$ cat config.mk
export PLATFORM = sky130hd
export DESIGN_NAME = df_seq_multiplier
export DESIGN_NICKNAME = d
export VERILOG_FILES = /design/src/rtl/df_pkg.sv /design/src/rtl/df_addshift.sv /design/src/rtl/df_seq_multiplier.sv
export SDC_FILE = /design/constraint.sdc
export NUM_CORES = 1
export LEC_CHECK = 0
export ABC_AREA = 1
export BUFFER_PORTS_ARGS = -buffer_cell sky130_fd_sc_hd__buf_2
export CAP_MARGIN = 20
export CORE_MARGIN = 8
export CORE_UTILIZATION = 30
export DETAILED_ROUTE_END_ITERATION = 8
export GPL_ROUTABILITY_DRIVEN = 0
export GPL_TIMING_DRIVEN = 0
export MAX_ROUTING_LAYER = met4
export PLACE_DENSITY = 0.54
export SETUP_SLACK_MARGIN = 0.05
export SYNTH_ARGS = -nofsm -noshare
export SYNTH_HDL_FRONTEND = slang
export SYNTH_HIERARCHICAL = 1
export SYNTH_SLANG_ARGS = --single-unit
$ cat constraint.sdc
create_clock -name clk -period 1.67 [get_ports clk]
set_clock_uncertainty 0.05 [all_clocks]
set_input_delay 0.167 -clock clk [delete_from_list [all_inputs] [get_ports clk]]
set_output_delay 0.167 -clock clk [all_outputs]
set_load 0.02 [all_outputs]
$ cat src/rtl/df_pkg.sv
// Shared definitions for the serial odd-coefficient multiplier: FSM states and counter sizing.
package df_pkg;

  typedef enum logic [1:0] {
    IDLE = 2'd0,
    RUN  = 2'd1,
    DONE = 2'd2
  } state_t;

  // Bits needed for a step counter that runs 0 .. n_steps-1.
  function automatic int cnt_width(input int n_steps);
    return (n_steps <= 2) ? 1 : $clog2(n_steps);
  endfunction

endpackage

$ cat src/rtl/df_addshift.sv
// One shift-and-add step: conditionally accumulate the sample, then double it.
// Purely combinational; the caller registers both results.
module df_addshift #(
  parameter int AW = 11
) (
  input  logic [AW-1:0] i_acc,
  input  logic [AW-1:0] i_samp,
  input  logic          i_bit,
  output logic [AW-1:0] o_acc,
  output logic [AW-1:0] o_samp
);

  assign o_acc  = i_bit ? (i_acc + i_samp) : i_acc;
  assign o_samp = i_samp << 1;

endmodule

$ cat src/rtl/df_seq_multiplier.sv
// Serial scaler: out = (data*(2*coef+1) + R) >> (COEF_W+1); valid COEF_W+1 cycles after accept.
// Single operand in flight; in_ready low while busy, result held in DONE until out_ready.
module df_seq_multiplier
  import df_pkg::*;
#(
  parameter int DATA_W = 8,
  parameter int COEF_W = 2,
  parameter int ROUND  = 0
) (
  input  logic              clk,
  input  logic              rst,
  input  logic              in_valid,
  output logic              in_ready,
  input  logic [DATA_W-1:0] in_data,
  input  logic [COEF_W-1:0] in_coef,
  output logic              out_valid,
  input  logic              out_ready,
  output logic [DATA_W-1:0] out_data
);

  localparam int AW = DATA_W + COEF_W + 1;
  localparam int MW = COEF_W + 1;
  localparam int CW = cnt_width(MW);
  localparam logic [AW-1:0] R_INIT = (ROUND != 0) ? (AW'(1) << COEF_W) : AW'(0);

  state_t            r_state;
  state_t            w_state_nxt;
  logic [AW-1:0]     r_acc;
  logic [AW-1:0]     r_samp;
  logic [MW-1:0]     r_mult;
  logic [CW-1:0]     r_cnt;
  logic [DATA_W-1:0] r_out;
  logic [AW-1:0]     w_acc_nxt;
  logic [AW-1:0]     w_samp_nxt;
  logic              w_last;

  df_addshift #(.AW(AW)) u_step (
    .i_acc  (r_acc),
    .i_samp (r_samp),
    .i_bit  (r_mult[0]),
    .o_acc  (w_acc_nxt),
    .o_samp (w_samp_nxt)
  );

  assign w_last = (r_state == RUN) && (r_cnt == CW'(COEF_W));

  always_comb begin
    w_state_nxt = r_state;
    case (r_state)
      IDLE:    if (in_valid)  w_state_nxt = RUN;
      RUN:     if (w_last)    w_state_nxt = DONE;
      DONE:    if (out_ready) w_state_nxt = IDLE;
      default:                w_state_nxt = IDLE;
    endcase
  end

  always_ff @(posedge clk) begin
    if (rst) r_state <= IDLE;
    else     r_state <= w_state_nxt;
  end

  // Multiplier bits are consumed from bit 0 by shifting r_mult right each step.
  always_ff @(posedge clk) begin
    if (rst) begin
      r_acc  <= '0;
      r_samp <= '0;
      r_mult <= '0;
      r_cnt  <= '0;
      r_out  <= '0;
    end else begin
      case (r_state)
        IDLE: begin
          if (in_valid) begin
            r_acc  <= R_INIT;
            r_samp <= AW'(in_data);
            r_mult <= {in_coef, 1'b1};
            r_cnt  <= '0;
          end
        end
        RUN: begin
          r_acc  <= w_acc_nxt;
          r_samp <= w_samp_nxt;
          r_mult <= r_mult >> 1;
          r_cnt  <= r_cnt + CW'(1);
          if (w_last) r_out <= DATA_W'(w_acc_nxt >> (COEF_W + 1));
        end
        default: ;
      endcase
    end
  end

  assign in_ready  = (r_state == IDLE);
  assign out_valid = (r_state == DONE);
  assign out_data  = r_out;

endmodule

Word-level counts from Yosys, hierarchy flattened:

Cells that the tools add are included.

* register bits after elaboration: 37
* input bits: 14
* output and inout port bits: 10
* logic and storage cells: 36

* $add $sub $neg: 2
* eq/ne operators: 7
* multiplexer cells: 13
* reduce and logical (&&, ||, !) cells: 7

Operator list (number)
* 11-bit case mux with 2 select lines: 2
* 11-bit two-way mux: 3
* 11-bit adder: 1
* 2-bit two-way mux: 4
* 2-bit inequality test (second input constant): 3
* 2-bit case mux with 3 select lines: 1
* 3-bit case mux with 2 select lines: 1
* 3-bit AND reduction: 2
* 2-bit == test (second input constant): 2
* 2-bit case mux with 2 select lines: 1
* 2-bit AND reduction: 2
* 3-bit two-way mux: 1
* 2-bit by 1-bit adder with 2-bit output (second input constant): 1
* 2-bit by 1-bit == test with 1-bit output (second input constant): 1
* 2-bit zero test: 1
* 2-bit by 1-bit inequality test with 1-bit output (second input constant): 1
* 2-bit nonzero test: 1
* 1-bit logical AND: 1

Depth between registers and ports, before layout:

* depth in word-level cells: 4
* depth in mapped cells: 15
* mapped depth without buffers: 15

Hierarchy:

Netlist, hierarchy kept.

By module, submodules not included
* df_seq_multiplier: times used 1, cells each 250, area an instance 1630.3 um2
* df_addshift: times used 1, cells each 145, area an instance 768.2 um2

Worst setup path before layout:

Ideal clock, no wire load.

* path type: register to register
* from: reg r_acc[0]
* to: reg r_out[3] (netlist: out_data[3])
* data arrival time: 1.726 ns
* data required time: 1.555 ns
* path slack: -0.171 ns
* cell stages (with the launch flop): 15
* path buffers: 0
* period minus slack after synthesis: 1.841 ns
* cell sequence: dfxtp_1 -> ha_1 -> inv_1 -> fa_1 -> inv_1 -> nand3_1 -> nand3_2 -> nand2_1 -> nand2_1 -> nor2_1 -> o21ai_0 -> inv_1 -> nand2_1 -> nand2_1 -> nor2_1

* cells in the longest elaborated chain, start to end: 2

Ends and longest elaborated chain
* from (decl): line df_seq_multiplier.sv:28 `logic [AW-1:0] r_acc;`
* from (signal assigned): line df_seq_multiplier.sv:81 `r_acc <= w_acc_nxt;`
* 11-bit adder: line df_addshift.sv:13 `assign o_acc = i_bit ? (i_acc + i_samp) : i_acc;`
* 11-bit two-way mux: line df_addshift.sv:13
* via w_acc_nxt[6]: line df_seq_multiplier.sv:33 `logic [AW-1:0] w_acc_nxt;`
* to (signal assigned): line df_seq_multiplier.sv:85 `if (w_last) r_out <= DATA_W'(w_acc_nxt >> (COEF_W + 1));`
* to (decl): line df_seq_multiplier.sv:32 `logic [DATA_W-1:0] r_out;`

The timed path passes the listed nets, and every way through them passes these cells. The select of a mux whose other input is x is not followed.
A chain may end at the register's enable or synchronous reset.

Final worst setup path:

* from: reg r_samp[0]
* to: reg r_out[7] (netlist: out_data[7])

* cells in the longest elaborated chain, start to end: 2

Ends and longest elaborated chain
* from (decl): line df_seq_multiplier.sv:29 `logic [AW-1:0] r_samp;`
* from (signal assigned): line df_seq_multiplier.sv:75 `r_samp <= AW'(in_data);`
* from (signal assigned): line df_seq_multiplier.sv:82 `r_samp <= w_samp_nxt;`
* 11-bit adder: line df_addshift.sv:13
* 11-bit two-way mux: line df_addshift.sv:13
* via w_acc_nxt[10]: line df_seq_multiplier.sv:33

The timed path passes the listed nets, and every way through them passes these cells. The select of a mux whose other input is x is not followed.

==> impl_metrics.json <==
{
  "remaining_drc_errors": 0,
  "cp_max_fo": 3,
  "pin_count": 24,
  "die_width_um": 105,
  "totalWireLength_mm": 5.90,
  "synthArstFlopShare": 0,
  "first_global_vias": 2281,
  "hold_start": "out_ready",
  "max_freq_ghz": 0.536,
  "min_period_over_period": 1.12,
  "synthTopCellsByCount": "nand2_1 (155), inv_1 (69), dfxtp_1 (37), a21oi_1 (32), nor2_1 (32)",
  "path_buf_inv": 5,
  "antenna_cells": 0,
  "synth-seq-cells": 37,
  "synth_edf_count": 0,
  "outcome": "finished with violations",
  "hold_end": "r_state[1]$_SDFFE_PP0P_",
  "dp.final_hpwl_mm": 4.21,
  "first_iter_violations": 69,
  "ys.flop_type": "dfxtp_1",
  "num_rows": 32,
  "crit_arrival_ps": 1980,
  "path_class": "reg2reg",
  "grt_usage": 0.113,
  "vias": 2303,
  "worst_ir_drop_vdd_v": 0.000426,
  "cts_root_buffer": "clkbuf_8",
  "clock_path_buffers": 2,
  "hold_path.class": "in2reg",
  "drt-vias-per-instance": 4.30,
  "cp-end-kind": "flip-flop",
  "synth_warnings": 6,
  "cp_data_required_time_ps": 1780,
  "holdBufCountCts": 0,
  "violations": "negative setup slack",
  "cts.clk_slew.worst_paths_ps": 80,
  "hold_slack_ps": 80.3,
  "setup_ws_ps": -195,
  "syn_nets": 421,
  "antenna_found_initial": 0,
  "maxCapViolations": 0,
  "io_buffers": 22,
  "relSlewSlack": 0.600,
  "routedWlPerCell_um": 11.0,
  "startpoint_type": "flip-flop",
  "hold_viol_final": 0,
  "synth_area_mm2": 0.00240,
  "dp.cells": 519,
  "dr.pass1.iters": 4,
  "rr_startpoint": "r_samp[0]$_SDFFE_PP0P_",
  "path_common_cell": "nand2_1",
  "cts_tree": "built",
  "synthesis.instances": 395,
  "worst_pin_slew_ps": 600,
  "stdcell_count": 535,
  "synth_cell_types": 26,
  "clk_latency_ps": 280,
  "cts.sinks": 37,
  "synth_area_leaders": "dfxtp_1 (31%), nand2_1 (24%), inv_1 (11%)",
  "cts_buffers": 5,
  "netlist.area_leader.share": 0.309,
  "n_fill_cell": 817,
  "layout.nets": 459,
  "yosysMostFrequentCell": "nand2_1",
  "path_cells": "ha_4 -> inv_4 -> fa_2 -> inv_2 -> buf_4 -> buf_6 -> nand3_4 -> nand3_2 -> nand2_1 -> nand3_1 -> nand2_1 -> inv_1 -> nand2_1 -> nand2_1 -> nor2_1",
  "slowest_stage": "dfxtp_4",
  "slew_violations": 0,
  "crit_family": "adder cells",
  "grt_pass1_wl_mm": 10.1,
  "avgSynthCellArea_um2": 6.07,
  "final_layout_size_suffix_gt1_frac": 0.291,
  "max_stage_delay_ps": 370,
  "grt_overflow": 0,
  "period_minus_slack_ps": 1860,
  "worst-r2r-setup-slack_ps": -190,
  "start_util": 0.310,
  "ys_seq_area_frac": 0.309,
  "reg2regPathDepth": 15,
  "syn_to_final_growth_pct": 27.8,
  "synth_top_area_cell": "dfxtp_1",
  "r2r-end": "out_data[7]$_SDFFE_PP0P_",
  "finalSetupViolations": 8,
  "grt_max_degree": 12,
  "finalSetupTns_ps": -911,
  "dieArea_mm2": 0.0111,
  "core-area_mm2": 0.00773,
  "drtAntennaViolNets": 0,
  "cts_max_level": 2,
  "p_per_area_mw_per_mm2": 681,
  "hold_depth": 4,
  "fp.dieH_um": 105,
  "p_leak_nw": 1.46,
  "rsz0062_at_grt": "true"
}
## logic make-up after synthesis
family,after synthesis,share of synthesized area
flops,37,0.309
buf+inv,93,0.171
fa+ha+maj,12,0.0657
simple gates,207,0.342
other cells,1,0.00156
compound gates,42,0.0996
xor+xnor,3,0.0110
## registers in the layout, summed over array words and instances (netlist names)
register,flops
r_acc,11
r_mult,3
r_state,2
r_cnt,2
out_data,8
r_samp,11
## metrics by stage
step	total power [mW]	utilization	worst slack, ps	instance area [um2]
detailed placement	1.37	0.344	-237	2660
global route	2.22	0.397	-290	3060
CTS	2.10	0.382	-156	2950
floorplan	1.27	-	-17.7	2420
global placement	1.37	0.344	-216	2660
finish	2.09	0.397	-195	3060
## report_power, final
part | internal (mW) | switching [mW]
sequential | 0.925 | 0.0452
combinational | 0.203 | 0.264
clock | 0.327 | 0.323
total | 1.45 | 0.632
## cells in the final DEF, fill, tap and decap left out, types with 8 or more instances in the layout
master   Yosys  final
nand3_1     13      8
nand2_1    155    140
a21oi_1     32     28
dfxtp_2      0     13
nor2_1      32     31
buf_4       12     20
dfxtp_1     37     19
ha_4         0      8
inv_1       69     65
buf_2        7     29
nand2_2      1     15
## tightest hold or removal path, stage by stage
cell and delay (ps):
buf_2 70, inv_1 30, nand2_1 50, a21oi_1 50
## final cells by class
type / instances / area (um2) / share of cell area
clock inverter: 1 / 7.51 / 0.00245
sequential: 37 / 776 / 0.253
multi-input combinational: 265 / 1480 / 0.482
tap: 102 / 128 / 0.0416
timing repair buffer: 31 / 181 / 0.0592
buffer: 23 / 148 / 0.0482
clock buffer: 6 / 82.6 / 0.0269
inverter: 70 / 265 / 0.0866
## worst max-delay path by stage
stage                                       from                        to  slack (ps)  cells after the start
after floorplan           r_samp[0]$_SDFFE_PP0P_  out_data[5]$_SDFFE_PP0P_         -20                     15
after global placement    r_samp[0]$_SDFFE_PP0P_  out_data[5]$_SDFFE_PP0P_        -220                     15
after detailed placement  r_samp[0]$_SDFFE_PP0P_  out_data[5]$_SDFFE_PP0P_        -240                     15
after CTS                 r_samp[0]$_SDFFE_PP0P_  out_data[5]$_SDFFE_PP0P_        -160                     15
after global routing      r_samp[0]$_SDFFE_PP0P_  out_data[7]$_SDFFE_PP0P_        -290                     15
final                     r_samp[0]$_SDFFE_PP0P_  out_data[7]$_SDFFE_PP0P_        -190                     15
## repair_timing
| item | in CTS | in global routing |
|---|---|---|
| pin swaps | 21 | 14 |
| resized for setup | 36 | 28 |
| buffers inserted | 7 | 2 |
| endpoints found under the setup margin | 16 | 17 |
## metal layers
layer | up-vias | wire length (um) | track usage
met5 | - | 0 | -
met4 | 0 | 113 | 0.0438
met3 | 8 | 173 | 0.0171
met2 | 34 | 2670 | 0.189
met1 | 1015 | 2940 | 0.132
li1 | 1246 | - | -
No activity file was read; power rests on OpenSTA's default activity.
